## src/rtl/arb_mux_pkg.sv

```systemverilog
// Shared types and helpers for the N:1 arbitrated output mux.
// Imported by the interface, the picker and the top level.
package arb_mux_pkg;

    typedef enum logic {
        ARB_FIXED = 1'b0,
        ARB_RR    = 1'b1
    } arb_mode_e;

    // Channel-index width that stays at least one bit wide for tiny N.
    function automatic int sel_width(input int n);
        return (n < 2) ? 1 : $clog2(n);
    endfunction

endpackage

```

## src/rtl/arb_mux_if.sv

```systemverilog
// Valid/ready bundle between N requesters, the arbiter and one downstream consumer.
// The slave modport is the arbiter's view; master is the surrounding system's view.
interface arb_mux_if
    import arb_mux_pkg::*;
#(
    parameter int WIDTH = 32,
    parameter int N     = 4,
    parameter int SELW  = sel_width(N)
);

    logic [N-1:0]       in_valid;
    logic [N*WIDTH-1:0] in_data;
    logic [N-1:0]       in_ready;
    logic               out_valid;
    logic [WIDTH-1:0]   out_data;
    logic [SELW-1:0]    out_sel;
    logic               out_ready;

    modport slave (
        input  in_valid,
        input  in_data,
        output in_ready,
        output out_valid,
        output out_data,
        output out_sel,
        input  out_ready
    );

    modport master (
        output in_valid,
        output in_data,
        input  in_ready,
        input  out_valid,
        input  out_data,
        input  out_sel,
        output out_ready
    );

endinterface

```

## src/rtl/arb_mux_rr_picker.sv

```systemverilog
// Rotating-mask priority encoder: first requester at or above ptr, else lowest requester.
// With ptr tied to zero it degenerates into a plain fixed-priority encoder.
module rr_picker
    import arb_mux_pkg::*;
#(
    parameter int N    = 4,
    parameter int SELW = sel_width(N)
) (
    input  logic [N-1:0]    req,
    input  logic [SELW-1:0] ptr,
    output logic [SELW-1:0] gnt_idx,
    output logic            gnt_any
);

    logic [N-1:0] masked;

    always_comb begin
        masked = '0;
        for (int i = 0; i < N; i++) begin
            masked[i] = req[i] && (i >= int'(ptr));
        end
    end

    // Scanning downward lets the lowest matching index win; the masked pass overrides the wrap pass.
    always_comb begin
        gnt_idx = '0;
        gnt_any = |req;
        for (int i = N - 1; i >= 0; i--) begin
            if (req[i]) begin
                gnt_idx = SELW'(i);
            end
        end
        if (|masked) begin
            for (int i = N - 1; i >= 0; i--) begin
                if (masked[i]) begin
                    gnt_idx = SELW'(i);
                end
            end
        end
    end

endmodule

```

## src/rtl/arb_mux.sv

```systemverilog
// N:1 valid/ready arbiter with a single registered output stage.
// Fixed-priority or round-robin selection; one word per cycle with no bubbles.
module arb_mux
    import arb_mux_pkg::*;
#(
    parameter int        WIDTH = 32,
    parameter int        N     = 4,
    parameter arb_mode_e MODE  = ARB_RR
) (
    input  logic     clk,
    input  logic     reset_n,
    arb_mux_if.slave bus
);

    localparam int SELW = sel_width(N);

    logic [SELW-1:0]  rr_ptr;
    logic [SELW-1:0]  pick_ptr;
    logic [SELW-1:0]  gnt_idx;
    logic             gnt_any;
    logic             load_en;
    logic             xfer;
    logic [N-1:0]     ready;
    logic [WIDTH-1:0] pick_word;
    logic             out_valid_q;
    logic [WIDTH-1:0] out_data_q;
    logic [SELW-1:0]  out_sel_q;

    assign pick_ptr = (MODE == ARB_RR) ? rr_ptr : '0;

    rr_picker #(
        .N    (N),
        .SELW (SELW)
    ) u_picker (
        .req     (bus.in_valid),
        .ptr     (pick_ptr),
        .gnt_idx (gnt_idx),
        .gnt_any (gnt_any)
    );

    assign load_en = !out_valid_q || bus.out_ready;

    // Reset gates the accept so nothing is consumed on an edge that clears the output stage.
    always_comb begin
        ready = '0;
        if (reset_n && load_en && gnt_any) begin
            ready[gnt_idx] = 1'b1;
        end
    end

    assign xfer = |(ready & bus.in_valid);

    always_comb begin
        pick_word = '0;
        for (int i = 0; i < N; i++) begin
            if (gnt_idx == SELW'(i)) begin
                pick_word = bus.in_data[i*WIDTH +: WIDTH];
            end
        end
    end

    // Load and drain may coincide; data and index hold their last value after a pure drain.
    always_ff @(posedge clk) begin
        if (!reset_n) begin
            out_valid_q <= 1'b0;
            out_data_q  <= '0;
            out_sel_q   <= '0;
            rr_ptr      <= '0;
        end else if (xfer) begin
            out_valid_q <= 1'b1;
            out_data_q  <= pick_word;
            out_sel_q   <= gnt_idx;
            if (MODE == ARB_RR) begin
                rr_ptr <= (gnt_idx == SELW'(N - 1)) ? '0 : gnt_idx + SELW'(1);
            end
        end else if (bus.out_ready) begin
            out_valid_q <= 1'b0;
        end
    end

    assign bus.in_ready  = ready;
    assign bus.out_valid = out_valid_q;
    assign bus.out_data  = out_data_q;
    assign bus.out_sel   = out_sel_q;

endmodule

```

## src/flat_wrapper.sv

```systemverilog
// flat-port wrapper written by rule: the top's interface ports become plain ports
module arb_mux_flat import arb_mux_pkg::*;
#(
    parameter int        WIDTH = 32,
    parameter int        N     = 4,
    parameter arb_mode_e MODE  = ARB_RR
)
  (clk, reset_n, bus_in_valid, bus_in_data, bus_in_ready, bus_out_valid, bus_out_data, bus_out_sel, bus_out_ready);
  arb_mux_if #(.WIDTH(WIDTH), .N(N)) bus_i ();
  input  logic clk;
  input  logic reset_n;
  input wire logic [$bits(bus_i.in_valid)-1:0] bus_in_valid;
  input wire logic [$bits(bus_i.in_data)-1:0] bus_in_data;
  output wire logic [$bits(bus_i.in_ready)-1:0] bus_in_ready;
  output wire logic [$bits(bus_i.out_valid)-1:0] bus_out_valid;
  output wire logic [$bits(bus_i.out_data)-1:0] bus_out_data;
  output wire logic [$bits(bus_i.out_sel)-1:0] bus_out_sel;
  input wire logic [$bits(bus_i.out_ready)-1:0] bus_out_ready;
  assign bus_i.in_valid = bus_in_valid;
  assign bus_i.in_data = bus_in_data;
  assign bus_in_ready = bus_i.in_ready;
  assign bus_out_valid = bus_i.out_valid;
  assign bus_out_data = bus_i.out_data;
  assign bus_out_sel = bus_i.out_sel;
  assign bus_i.out_ready = bus_out_ready;
  arb_mux #(.WIDTH(WIDTH), .N(N), .MODE(MODE)) u_core (.clk(clk), .reset_n(reset_n), .bus(bus_i));
endmodule
```

## config.mk

```make
export PLATFORM = sky130hd
export DESIGN_NAME = arb_mux_flat
export DESIGN_NICKNAME = d
export VERILOG_FILES = /design/src/rtl/arb_mux_pkg.sv /design/src/rtl/arb_mux_if.sv /design/src/rtl/arb_mux_rr_picker.sv /design/src/rtl/arb_mux.sv /design/src/flat_wrapper.sv
export SDC_FILE = /design/constraint.sdc
export NUM_CORES = 1
export LEC_CHECK = 0
export BUFFER_PORTS_ARGS = -buffer_cell sky130_fd_sc_hd__buf_4
export CAP_MARGIN = 20
export CORE_MARGIN = 3
export CORE_UTILIZATION = 47
export DETAILED_ROUTE_END_ITERATION = 6
export HOLD_SLACK_MARGIN = 0.05
export PLACE_DENSITY_LB_ADDON = 0.05
export SYNTH_ARGS = -nofsm -noshare
export SYNTH_HDL_FRONTEND = slang
export SYNTH_HIERARCHICAL = 1
export SYNTH_SLANG_ARGS = --single-unit
export TNS_END_PERCENT = 10
```

## constraint.sdc

```tcl
create_clock -name clk -period 4.6 [get_ports clk]
set_input_delay 0.23 -clock clk [delete_from_list [all_inputs] [get_ports clk]]
set_output_delay 0.23 -clock clk [all_outputs]
set_load 0.05 [all_outputs]
```

=== Word level (Yosys, flattened, before mapping) ===
Index checks and enable logic that the tools add are counted.

* Register bits after elaboration: 37
* Word-level logic and storage cells: 46

* Add/subtract/negate cells: 1
* $lt $le $gt $ge: 5
* Equality and inequality tests: 3
* Multiplexer cells: 19
* Bitwise operators: 1
* Reductions and logical operators: 13

{| class="wikitable"
|+ Operators with widths
! cell !! count
|-
| 32-bit 2-to-1 mux || 4
|-
| 2-bit 2-to-1 mux || 10
|-
| 4-bit OR reduction || 3
|-
| 1-bit logical AND || 6
|-
| 4-bit AND || 1
|-
| 2-bit equality test, second input constant || 2
|-
| 1-bit by 2-bit greater-or-equal comparator with 1-bit output, first input constant || 2
|-
| 4-bit 2-to-1 mux || 1
|-
| 2-bit by 3-bit < comparator with 1-bit output, second input constant || 1
|-
| 1-bit 2-to-1 mux || 3
|-
| 2-bit by 1-bit adder with 2-bit output, second input constant || 1
|-
| 1-bit demux with 2-bit select || 1
|-
| 2-bit by 1-bit equality test with 1-bit output, second input constant || 1
|-
| 2-bit by 1-bit greater-or-equal comparator with 1-bit output, second input constant || 1
|-
| 2-bit greater-or-equal comparator, first input constant || 1
|-
| 2-bit zero test || 1
|-
| 2-bit nonzero test || 1
|-
| 1-bit zero test || 1
|-
| 1-bit logical OR || 1
|}

=== Depth between registers and ports, before layout ===
* Depth in word-level cells: 17
* Mapped depth: 11
* Gate-level depth less buffers: 8

=== Hierarchy ===
Netlist, hierarchy kept.

{| class="wikitable"
|+ By module, submodules not included
! module !! times used !! cells each !! area an instance (µm²) !! seq. area each (µm²)
|-
| arb_mux || 1 || 336 || 2752.6 || 740.7
|-
| rr_picker || 1 || 12 || 72.6 || 0.0
|}

=== Worst setup path after synthesis ===
No wires, ideal clock.

* Kind: reg-to-reg
* Start point: register u_core.rr_ptr[1] (netlist: u_core/pick_ptr[1])
* End point: register u_core.out_data_q[10] (netlist: u_core/bus.out_data[10])
* Library setup time: 119 ps
* Arrival time: 2318 ps
* Required time: 4481 ps
* Path slack: 2163 ps
* Stages on the path, launching flop included: 12
* Buffers on the path: 3
* Period minus slack after synthesis: 2437 ps
* Path through: dfxtp_1 -> nand2b_1 -> a21oi_1 -> a221oi_1 -> inv_1 -> ha_1 -> buf_6 -> a22o_1 -> buf_6 -> o211a_4 -> buf_6 -> o221a_1

* Longest elaborated chain between the ends: 13
* Elaborated cells between the ends (all ways): 27
* Classes of those cells: order compare (5); eq/ne (3); mux (11); bitwise (1); reduce/logical (7)

{| class="wikitable"
|+ Ends and longest elaborated chain
! item !! line !! text
|-
| start: declaration || arb_mux.sv:17 || <nowiki>logic [SELW-1:0] rr_ptr;</nowiki>
|-
| start signal: assignment || arb_mux.sv:74 || <nowiki>rr_ptr <= (gnt_idx == SELW'(N - 1)) ? '0 : gnt_idx + SELW'(1);</nowiki>
|-
| 2-bit greater-or-equal comparator || arb_mux_rr_picker.sv:20 || <nowiki>masked[i] = req[i] && (i >= int'(ptr));</nowiki>
|-
| 1-bit logical AND || arb_mux_rr_picker.sv:20 ||
|-
| 2-bit 2-to-1 mux (3 in series) || arb_mux_rr_picker.sv:35 || <nowiki>if (masked[i]) begin</nowiki>
|-
| 2-bit 2-to-1 mux * || arb_mux_rr_picker.sv:33 || <nowiki>if (|masked) begin</nowiki>
|-
| via u_core.gnt_idx[0] || arb_mux.sv:19 || <nowiki>logic [SELW-1:0] gnt_idx;</nowiki>
|-
| 2-bit by 3-bit < comparator with 1-bit output (implied by the code) / 2-bit by 1-bit greater-or-equal comparator with 1-bit output (equally long branches) || arb_mux.sv:47 || <nowiki>ready[gnt_idx] = 1'b1;</nowiki>
|-
| 1-bit logical AND (implied by the code) || arb_mux.sv:47 ||
|-
| 1-bit 2-to-1 mux (implied by the code) || arb_mux.sv:47 ||
|-
| 1-bit demux with 2-bit select || - ||
|-
| 4-bit 2-to-1 mux || arb_mux.sv:46 || <nowiki>if (reset_n && load_en && gnt_any) begin</nowiki>
|-
| 4-bit AND || arb_mux.sv:51 || <nowiki>assign xfer = |(ready & bus.in_valid);</nowiki>
|-
| 4-bit OR reduction || arb_mux.sv:51 ||
|-
| end signal: assignment || arb_mux.sv:71 || <nowiki>out_data_q <= pick_word;</nowiki>
|-
| end: declaration || arb_mux.sv:26 || <nowiki>logic [WIDTH-1:0] out_data_q;</nowiki>
|}

Mark *: on every way through the listed nets, which the timed path passes. The rest lies on a longest branch.
A chain may end at the register's enable or synchronous reset.

=== Worst setup path in the final report ===
* Start point: register u_core.rr_ptr[1] (netlist: u_core/pick_ptr[1])
* End point: register u_core.out_data_q[23] (netlist: u_core/bus.out_data[23])

Same word-level chain as after synthesis.

==> impl_results.md <==
- Die width: 83.5 µm
- Mapped cell area: 0.00283 mm²
- Yosys warns: 6
- Leakage: 1.86 nW
- Final Slew Violations: 0
- Seq. cell area: 741 µm²
- Final wirelength: 9.81 mm
- Share of layout cells above drive strength 1: 0.396
- R2R cell count: 8
- Routed Antenna Nets: 0
- Hold buffer count at CTS: 0
- Clock insertion delay at the later pin of the skew report: 0.29 ns
- Worst Skew: 0.00532 ns
- Via count: 3378
- Share of the synthesized area in the top cell type: 0.262
- Yosys reg bits: 37
- Port Buffers: 173
- Minimum clock period: 3.07 ns
- # fillers: 476
- RSZ-0062 raised after global routing: no
- Peak VDD IR: 318 µV
- Reg2reg start: u_core/pick_ptr[1]
- Die Area: 0.00698 mm²
- Pwr dens: 532 mW/mm²
- Worst hold path depth: 4
- First-pass iteration count of the detailed router: 5
- Fin area: 0.00417 mm²
- Non-filler instance count after layout: 562
- Setup repair bufs after CTS: 0
- All-Layer GR Usage: 0.269
- Area of the multi-input gates: 0.00173 mm²
- Area post-placement: 0.00405 mm²
- Fin. Hold Viols: 0
- Residual DRC: 0
- Pre-CTS setup slack: 1.58 ns
- Dpl cells: 554
- Cts bufs inserted: 5
- Post-route worst setup slack: 1.53 ns
- DR vias/cell: 6.01
- Final setup viols: 0
- Worst setup SP type: flip-flop
- Critical Path AT: 3.31 ns
- Avg Inst Size Synth: 8.12 µm²
- Placer congestion estimate: 0.822
- Slew @ Worst Pin: 0.647 ns
- Congestion Overflow GR: 0
- Worst Hold Endpoint: u_core/bus.out_data[24]
- Initial drt markers: 193
- Antenna violations before repair: 0
- Vias in the first global route: 3237
- Synth Net Count: 487
- First-pass GRT wire length: 16.0 mm
- Worst R2R Setup Slack: 1.53 ns
- Core region area: 0.00568 mm²
- Post-Synthesis Cells: 348
- Die height: 83.5 µm
- Status: complete, no violations
- Count of cell types in the netlist: 25
- Dominant cells by area after synthesis: dfxtp_1 26%, o221a_1 13%, a221oi_1 10%, o2111ai_1 9.9%, nand3b_1 8.5%
- Area Growth Syn to Fin: 47.6%
- Initial Util: 0.498
- Reg-to-reg endpoint: u_core/bus.out_data[23]
- Slowest CP cell: ha_2
- Critical path class: reg -> reg
- Fin Setup TNS: 0 ns
- Post-synthesis sequential area ratio: 0.262
- Std-Cell Rows: 27
- CTS root buffer: clkbuf_8
- TritonCTS clock tree: done
- # IOs: 174
- CTS resizes: 0
- Pin count of the biggest net entering global routing: 67
- Final critical-path share of the clock period: 0.668
- Clock Tree Buf Depth: 2
- Max Cap Viol: 0
- WHS: 0.346 ns
- Max transition margin: 0.568
- Clk sink count: 37
- Crit path max fanout: 34
- Slowest stage delay, CP: 0.63 ns
- Hold_sp: bus_in_data[120]
- Peak Freq: 325 MHz
- Clk slew on worst S/H paths: 0.07 ns
- Synth area leader: dfxtp_1
- # diodes: 0
- HP Class: in -> reg
- Cell breakdown of the critical path: nand2b_1, a21oi_1, a221oi_1, ha_2, a22o_1, buf_4, o211a_4, o221a_1
- HPWL Detailed: 6.91 mm
- Routed wire per std cell: 17.5 µm
- Worst EP required: 4.83 ns
- Nets@finish: 628
- H-tree depth: 2
- CP endpoint kind: flip-flop
-- routing by layer --
| metal | track usage | vias to the layer above | share of wire |
|---|---|---|---|
| met5 | 0 | - | 0 |
| met4 | 0.0658 | 0 | 0.016 |
| met3 | 0.0740 | 14 | 0.089 |
| met2 | 0.454 | 172 | 0.49 |
| met1 | 0.341 | 1562 | 0.40 |
| li1 | - | 1630 | - |
-- worst max-delay path: cells and delay by family, from the launching register on --
family	cells	cell delay (ns)
buffers and inverters	1	0.35
adders and majority gates	1	0.63
AOI/OAI and AO/OA	5	1.45
and+or+nand+nor	1	0.14
DFF	1	0.43
-- logic make-up after synthesis --
family,Yosys count,share of synthesized area
buffers and inverters,83,0.130
AO/OA/AOI/OAI,136,0.410
flip-flops,37,0.262
adder cells (fa/ha/maj),4,0.0177
multiplexers,5,0.0177
AND/OR/NAND/NOR,83,0.163
-- where the power goes --
part	switching (mW)	total, mW	leakage [nW]	internal (mW)
combinational	0.900	1.46	1.50	0.558
sequential	0.0570	0.469	0.304	0.412
clock	0.114	0.290	0.0585	0.177
total	1.07	2.22	1.86	1.15
-- through the flow --
step,power [mW],util
after global placement,1.90,0.714
after detailed placement,1.92,0.714
after floorplan,1.56,-
after global routing,2.35,0.735
after CTS,2.22,0.735
final,2.22,0.735
-- worst max-delay path by stage --
stage	start	end	slack, ns	cells past startpoint
2_1_floorplan	u_core/pick_ptr[1]	u_core/bus.out_data[10]	2.16	11
3_3_place_gp	u_core/pick_ptr[1]	u_core/bus.out_data[26]	1.73	8
3_5_place_dp	u_core/pick_ptr[1]	u_core/bus.out_data[25]	1.58	7
4_1_cts	u_core/pick_ptr[1]	bus_in_ready[1]	1.55	6
5_1_grt	u_core/pick_ptr[1]	u_core/bus.out_data[7]	1.28	8
6_report	u_core/pick_ptr[1]	u_core/bus.out_data[23]	1.53	8
-- cell usage in the layout (no fill, tap or decap) --
cell type,netlist,layout
o2111ai_1,32,32
dfxtp_1,37,37
a211oi_1,1,1
or2_1,1,1
nand3b_1,32,32
and3_1,4,4
and2_1,1,1
clkbuf_1,29,1
nand2_1,37,37
nor3b_1,1,1
a22o_1,2,2
ha_2,0,3
o211ai_2,1,1
mux2i_1,5,5
ha_1,4,1
o221a_1,32,32
a21oi_1,33,33
a21boi_1,1,1
a221oi_1,33,33
nand2b_1,3,3
bufinv_16,0,1
nor2b_1,1,1
nor2_1,3,3
clkbuf_8,0,6
buf_4,0,182
o211a_4,1,1
inv_1,35,35
-- flip-flops by register name, summed over array words and instances (netlist names) --
register,count
u_core/bus.out_valid,1
u_core/bus.out_data,32
u_core/bus.out_sel,2
u_core/pick_ptr,2
-- Yosys cell counts, drive strengths merged --
| master | n |
|---|---|
| inv | 35 |
| nand3b | 32 |
| ha | 4 |
| a21oi | 33 |
| dfxtp | 37 |
| nand2 | 37 |
| nor2 | 3 |
| nor2b | 1 |
| clkbuf | 29 |
| a211oi | 1 |
| mux2i | 5 |
| nand2b | 3 |
| a22o | 2 |
| a221oi | 33 |
| or2 | 1 |
| o221a | 32 |
| o211ai | 1 |
| o211a | 1 |
| buf | 19 |
| and2 | 1 |
| a21boi | 1 |
| nor3b | 1 |
| o2111ai | 32 |
| and3 | 4 |
-- area by class of cell --
type / count / area share
Tap cell: 72 / 0.0216
Inverter: 35 / 0.0315
Multi-Input combinational cell: 228 / 0.414
Timing Repair Buffer: 182 / 0.328
Clock buffer: 7 / 0.0207
Clock inverter: 1 / 0.00720
Sequential cell: 37 / 0.178
Note: power is estimated with default switching activity, not from simulation.
